## config.mk

```make
export PLATFORM = sky130hd
export DESIGN_NAME = ct_fadd_close_s2_h
export DESIGN_NICKNAME = d
export VERILOG_FILES = /design/src/rtl/ct_fadd_close_s2_h.sv
export SDC_FILE = /design/constraint.sdc
export NUM_CORES = 1
export LEC_CHECK = 0
export CAP_MARGIN = 20
export CORE_UTILIZATION = 54
export DETAILED_ROUTE_END_ITERATION = 6
export HOLD_SLACK_MARGIN = 0.08
export PLACE_DENSITY = 0.93
export SETUP_SLACK_MARGIN = 0.4
export SLEW_MARGIN = 25
export SYNTH_ARGS = -nofsm -noshare
export SYNTH_HDL_FRONTEND = slang
export SYNTH_SLANG_ARGS = --single-unit
```

## constraint.sdc

```tcl
create_clock -name forever_cpuclk -period 9.3 [get_ports forever_cpuclk]
set_input_delay 1.86 -clock forever_cpuclk [delete_from_list [all_inputs] [get_ports forever_cpuclk]]
set_output_delay 1.86 -clock forever_cpuclk [all_outputs]
set_load 0.05 [all_outputs]
```

## src/rtl/ct_fadd_close_s2_h.sv

```systemverilog
// Close-path stage 2 of the half-precision FADD: magnitude, normalize, one-bit fixup, subnormal clamp.
// Optional macro CT_FADD_CLOSE_S2_PERF_EN adds a saturating corr_cnt output.
module ct_fadd_close_s2_h #(
  parameter int FRAC_W = 12,
  parameter int EXP_W  = 5
) (
  input  logic              forever_cpuclk,
  input  logic              cpurst,
  input  logic              pipe_flush,
  input  logic              in_vld,
  output logic              in_rdy,
  input  logic [FRAC_W-1:0] close_sum,
  input  logic [FRAC_W-1:0] close_sum_m1,
  input  logic              close_op_chg,
  input  logic [5:0]        ff1_pred,
  input  logic              rnd_inc,
  input  logic [EXP_W-1:0]  exp_in,
  input  logic              sign_in,
  input  logic [2:0]        rm,
  output logic              out_vld,
  input  logic              out_rdy,
  output logic [FRAC_W-1:0] frac_out,
  output logic [EXP_W-1:0]  exp_out,
  output logic              sign_out,
  output logic              zero_out,
  output logic              corr_out
`ifdef CT_FADD_CLOSE_S2_PERF_EN
  ,
  output logic [15:0]       corr_cnt
`endif
);

  // Handshake: a register accepts when empty or when its consumer takes its
  // entry in the same cycle; a transfer happens when valid and accept are both high.
  logic s2_vld, s3_vld;
  logic s3_acc, in_fire, s2_xfer;

  logic [FRAC_W-1:0] s2_mag;
  logic              s2_sign;
  logic [EXP_W-1:0]  s2_exp;
  logic [5:0]        s2_ff1;
  logic [2:0]        s2_rm;

  logic [FRAC_W-1:0] mag_in;

  logic [5:0]        lim;
  logic [5:0]        sh0;
  logic [5:0]        sh;
  logic [FRAC_W-1:0] t;
  logic [FRAC_W-1:0] frac_n;
  logic [EXP_W-1:0]  exp_n;
  logic              sign_n;
  logic              zero_n;
  logic              corr_n;

  assign s3_acc  = !s3_vld || out_rdy;
  assign in_rdy  = !s2_vld || s3_acc;
  assign in_fire = in_vld && in_rdy && !pipe_flush;
  assign s2_xfer = s2_vld && s3_acc && !pipe_flush;
  assign out_vld = s3_vld;

  assign mag_in = close_op_chg ? ('0 - close_sum) : (rnd_inc ? close_sum_m1 : close_sum);

  always_comb begin
    lim    = {1'b0, s2_exp - 5'd1};
    sh0    = (s2_ff1 < lim) ? s2_ff1 : lim;
    t      = s2_mag << sh0;
    sh     = sh0;
    corr_n = 1'b0;
    // The predictor may be one short; an extra shift is allowed only below the exponent limit.
    if (!t[FRAC_W-1] && t[FRAC_W-2] && (sh0 < lim)) begin
      sh     = sh0 + 6'd1;
      corr_n = 1'b1;
    end
    frac_n = s2_mag << sh;
    exp_n  = frac_n[FRAC_W-1] ? (s2_exp - sh[EXP_W-1:0]) : '0;
    sign_n = s2_sign;
    zero_n = 1'b0;
    if (s2_mag == '0) begin
      frac_n = '0;
      exp_n  = '0;
      sign_n = (s2_rm == 3'b010);
      zero_n = 1'b1;
    end
  end

  always_ff @(posedge forever_cpuclk or posedge cpurst) begin
    if (cpurst) begin
      s2_vld <= 1'b0;
      s3_vld <= 1'b0;
    end else if (pipe_flush) begin
      s2_vld <= 1'b0;
      s3_vld <= 1'b0;
    end else begin
      if (in_fire)      s2_vld <= 1'b1;
      else if (s2_xfer) s2_vld <= 1'b0;
      if (s3_acc)       s3_vld <= s2_vld;
    end
  end

  always_ff @(posedge forever_cpuclk or posedge cpurst) begin
    if (cpurst) begin
      s2_mag  <= '0;
      s2_sign <= 1'b0;
      s2_exp  <= '0;
      s2_ff1  <= '0;
      s2_rm   <= '0;
    end else if (in_fire) begin
      s2_mag  <= mag_in;
      s2_sign <= sign_in ^ close_op_chg;
      s2_exp  <= exp_in;
      s2_ff1  <= ff1_pred;
      s2_rm   <= rm;
    end
  end

  always_ff @(posedge forever_cpuclk or posedge cpurst) begin
    if (cpurst) begin
      frac_out <= '0;
      exp_out  <= '0;
      sign_out <= 1'b0;
      zero_out <= 1'b0;
      corr_out <= 1'b0;
    end else if (s2_xfer) begin
      frac_out <= frac_n;
      exp_out  <= exp_n;
      sign_out <= sign_n;
      zero_out <= zero_n;
      corr_out <= corr_n;
    end
  end

`ifdef CT_FADD_CLOSE_S2_PERF_EN
  // Survives flush so software sees lifetime misprediction totals.
  always_ff @(posedge forever_cpuclk or posedge cpurst) begin
    if (cpurst) begin
      corr_cnt <= '0;
    end else if (s2_xfer && corr_n && (corr_cnt != 16'hFFFF)) begin
      corr_cnt <= corr_cnt + 16'd1;
    end
  end
`else
  // No misprediction counter in this build.
`endif

endmodule

```

==> impl_results.md <==
- YS warnings: 0
- Pwr Density: 272 mW/mm^2
- Detailed Route WL: 9980 um
- Leak: 1.92 nW
- WP buf/inv: 3
- Multi-input gate area: 0.00253 mm^2
- Largest net degree at the start of global routing: 50
- Final Wtd Congestion: 0.903
- Post-route non-filler standard cell count: 597
- Worst R2R Setup Slack: 2.38 ns
- Setup TNS: 0 ns
- Post_cts resized: 0
- Clk_lat worst skew: 0.31 ns
- Reported net switching power: 0.613 mW
- Diodes inserted: 0
- Crit path max-delay family: compound AO/OA/AOI/OAI gates
- Die height: 87.8 um
- CTS tree: done
- Endpoints failing hold: 0
- Post-route ant nets: 0
- Design area: 0.00476 mm^2
- CP Launch Type: register
- Register area: 0.00123 mm^2
- Hold_buf cts: 0
- Switching Share: 0.473
- Post-route DRC: 0
- Post-DP Area: 0.00464 mm^2
- Synth Instances: 456
- Critical Path Slowest Stage Cell: dfrtp_1
- Drt pass-1 iters: 4
- Area grow syn2layout: 19.7%
- Critical path class: reg2reg
- H-tree levels: 2
- Fill count: 547
- Internal power: 0.684 mW
- Final-report max-slew violation count: 0
- Min cycle time layout: 6.92 ns
- Post-DP HPWL: 7470 um
- Worst path max stage delay: 0.61 ns
- Unique cell type count in the Yosys netlist: 72
- Hold Slack: 0.488 ns
- Worst EP arrival: 7.11 ns
- CP dominant cell by count: ha_1
- Root buffer cell: clkbuf_8
- CTS Buffer Depth: 2
- DRT iter0 DRCs: 267
- Predominant post-synthesis flop cell: dfrtp_1
- Fraction of layout cells with a size suffix above 1: 0.108
- RSZ-0062 raised after global routing: false
- Setup Viol. Count Final: 0
- CP Capture Type: register
- Initial Util: 0.573
- Core Area: 0.00694 mm^2
- Post-place setup slack: 2.43 ns
- Avg WL per Cell: 16.7 um
- Relative slew margins: 0.401
- Inserted Clock Buffers: 5
- Chip width: 87.8 um
- Post-CTS Setup Bufs: 0
- Initial antenna violation count: 0
- First-pass GRT wire length: 16800 um
- DIE AREA: 0.00771 mm^2
- Clock Power Share: 0.123
- Maximum VDD drop: 0.000103 V
- HP Class: reg2reg
- Worst-margin pin slew: 0.891 ns
- Status: completed
- Core Rows: 30
- GRT overflow: 0
- Worst Skew: 0.00554 ns
- Via count: 3778
- Cells after DPL: 589
- Ys async rst share: 1.00
- Clock transition at path regs: 0.09 ns
- Worst setup margin: 2.38 ns
- Sequential share of power: 0.244
- Comb power frac: 0.633
- Avg Inst Size Synth: 8.72 um^2
- Total track usage: 0.275
- Synthesized flop and latch total: 49
- # port buffers: 67
- Via density: 6.33
- Post-synthesis sequential area ratio: 0.308
- Worst endpoint required time: 9.49 ns
- Post-Syn Area: 0.00398 mm^2
- Fmax: 0.144 GHz
- Max-cap check violation count: 0
- Boundary Pins: 68
- Crit share post-route: 0.744
- Max Fanout on Critical Path: 11
- Synthesized net count: 515
- Post-synth EDFFs: 0
- NumNets Final: 559
- Sink Count: 49
- Vias in the first global route: 3645
## worst paths after layout
check	from	depth (start not counted)	endpoint
setup / recovery	s2_exp[0]	26	exp_out[4]
hold / removal	zero_out	2	zero_out
setup reg to reg	s2_exp[0]	26	exp_out[4]
hold reg to reg	zero_out	2	zero_out
max in group asynchronous	cpurst	2	s2_exp[2]
min in group asynchronous	cpurst	2	s2_vld
## area by class of cell
class | count | area share
clock buffer | 6 | 0.0174
clock inverter | 2 | 0.00789
inverter | 19 | 0.0152
multi-input combinational | 355 | 0.531
sequential | 49 | 0.258
tap | 96 | 0.0252
timing repair buffer | 70 | 0.146
## placed cells by master (no fill, tap or decap), types with 3 or more instances in the layout
cell             count
nand2_1             65
o221ai_1             8
a21o_1               3
a211oi_1             7
maj3_1               3
a311oi_1             4
nand3_1             11
ha_1                12
and3_1               4
o21ai_1              6
dfrtp_1             49
a21oi_1             22
nor4_1               5
xor2_1               5
mux2_2              21
nor2_1              23
a31oi_1              7
buf_4                3
and2_1               4
inv_1               18
o21ai_0             27
nor3_1               8
clkbuf_8             6
nor2b_1              7
mux4_2               5
mux2i_1             25
o22ai_1              4
o31ai_1              5
o211ai_1             4
nand2b_1             6
clkdlybuf4s50_1     67
nand3b_1             3
xnor2_1              4
## flip-flops by register name, summed over array words and instances, names as in the netlist
register	flops
exp_out	5
zero_out	1
s2_sign	1
out_vld	1
sign_out	1
s2_vld	1
s2_ff1	6
s2_rm	3
s2_mag	12
frac_out	12
corr_out	1
s2_exp	5
## synthesized netlist by cell type (all sizes together) (3+ instances only)
cell / n / area [um^2]
a211oi: 8 / 65.1
a21o: 3 / 22.5
a21oi: 24 / 128
a311oi: 4 / 35.0
a31o: 3 / 26.3
a31oi: 7 / 43.8
and2: 4 / 25.0
and3: 4 / 25.0
buf: 11 / 68.8
clkbuf: 22 / 82.6
dfrtp: 49 / 1230
ha: 12 / 150
inv: 19 / 71.3
maj3: 3 / 30.0
mux2: 22 / 251
mux2i: 25 / 250
mux4: 5 / 113
nand2: 65 / 244
nand2b: 6 / 37.5
nand3: 11 / 55.1
nand3b: 3 / 22.5
nor2: 24 / 92.6
nor2b: 7 / 43.8
nor3: 8 / 40.0
nor4: 7 / 73.8
o211ai: 4 / 30.0
o21ai: 34 / 174
o221ai: 8 / 70.1
o22ai: 4 / 25.0
o31ai: 5 / 37.5
xnor2: 4 / 35.0
xor2: 5 / 43.8
## power groups by stage
stage | clock [mW] | sequential (mW) | combinational, mW
after floorplan | 0 | 0.394 | 0.537
after global placement | 0 | 0.315 | 0.787
after detailed placement | 0 | 0.319 | 0.810
after CTS | 0.164 | 0.315 | 0.813
after global routing | 0.172 | 0.323 | 0.892
final | 0.160 | 0.316 | 0.820
## through the flow
step,total power [mW],utilization
5_1_grt,1.39,0.685
3_3_place_gp,1.10,0.668
3_5_place_dp,1.13,0.668
2_1_floorplan,0.932,-
6_report,1.30,0.685
4_1_cts,1.29,0.685
## cells by family (layout without fill, tap and decap cells)
group                    count (synthesis)  in the layout  synth area share
AND/OR/NAND/NOR                        150            150             0.189
AO/OA/AOI/OAI                          128            128             0.222
multiplexers                            52             52             0.154
buffers and inverters                   52             97            0.0560
flip-flops                              49             49             0.308
adder cells (fa/ha/maj)                 16             16            0.0503
XOR/XNOR                                 9              9            0.0198
## worst register-to-register path: cells and delay by family, from the launching register on
kind	cells	cell delay [ns]
xor+xnor	3	0.54
mux	2	0.67
buf+inv	3	0.39
flops	1	0.61
fa+ha+maj	6	1.85
compound gates	8	1.96
simple gates	4	0.78
## per-layer routing
metal	track usage	up-vias	routed length, um
met5	0	-	0
met2	0.486	176	4890
met3	0.0405	37	552
li1	-	1773	-
met1	0.333	1792	4230
met4	0.116	0	301
Note: power is estimated with default switching activity, not from simulation.
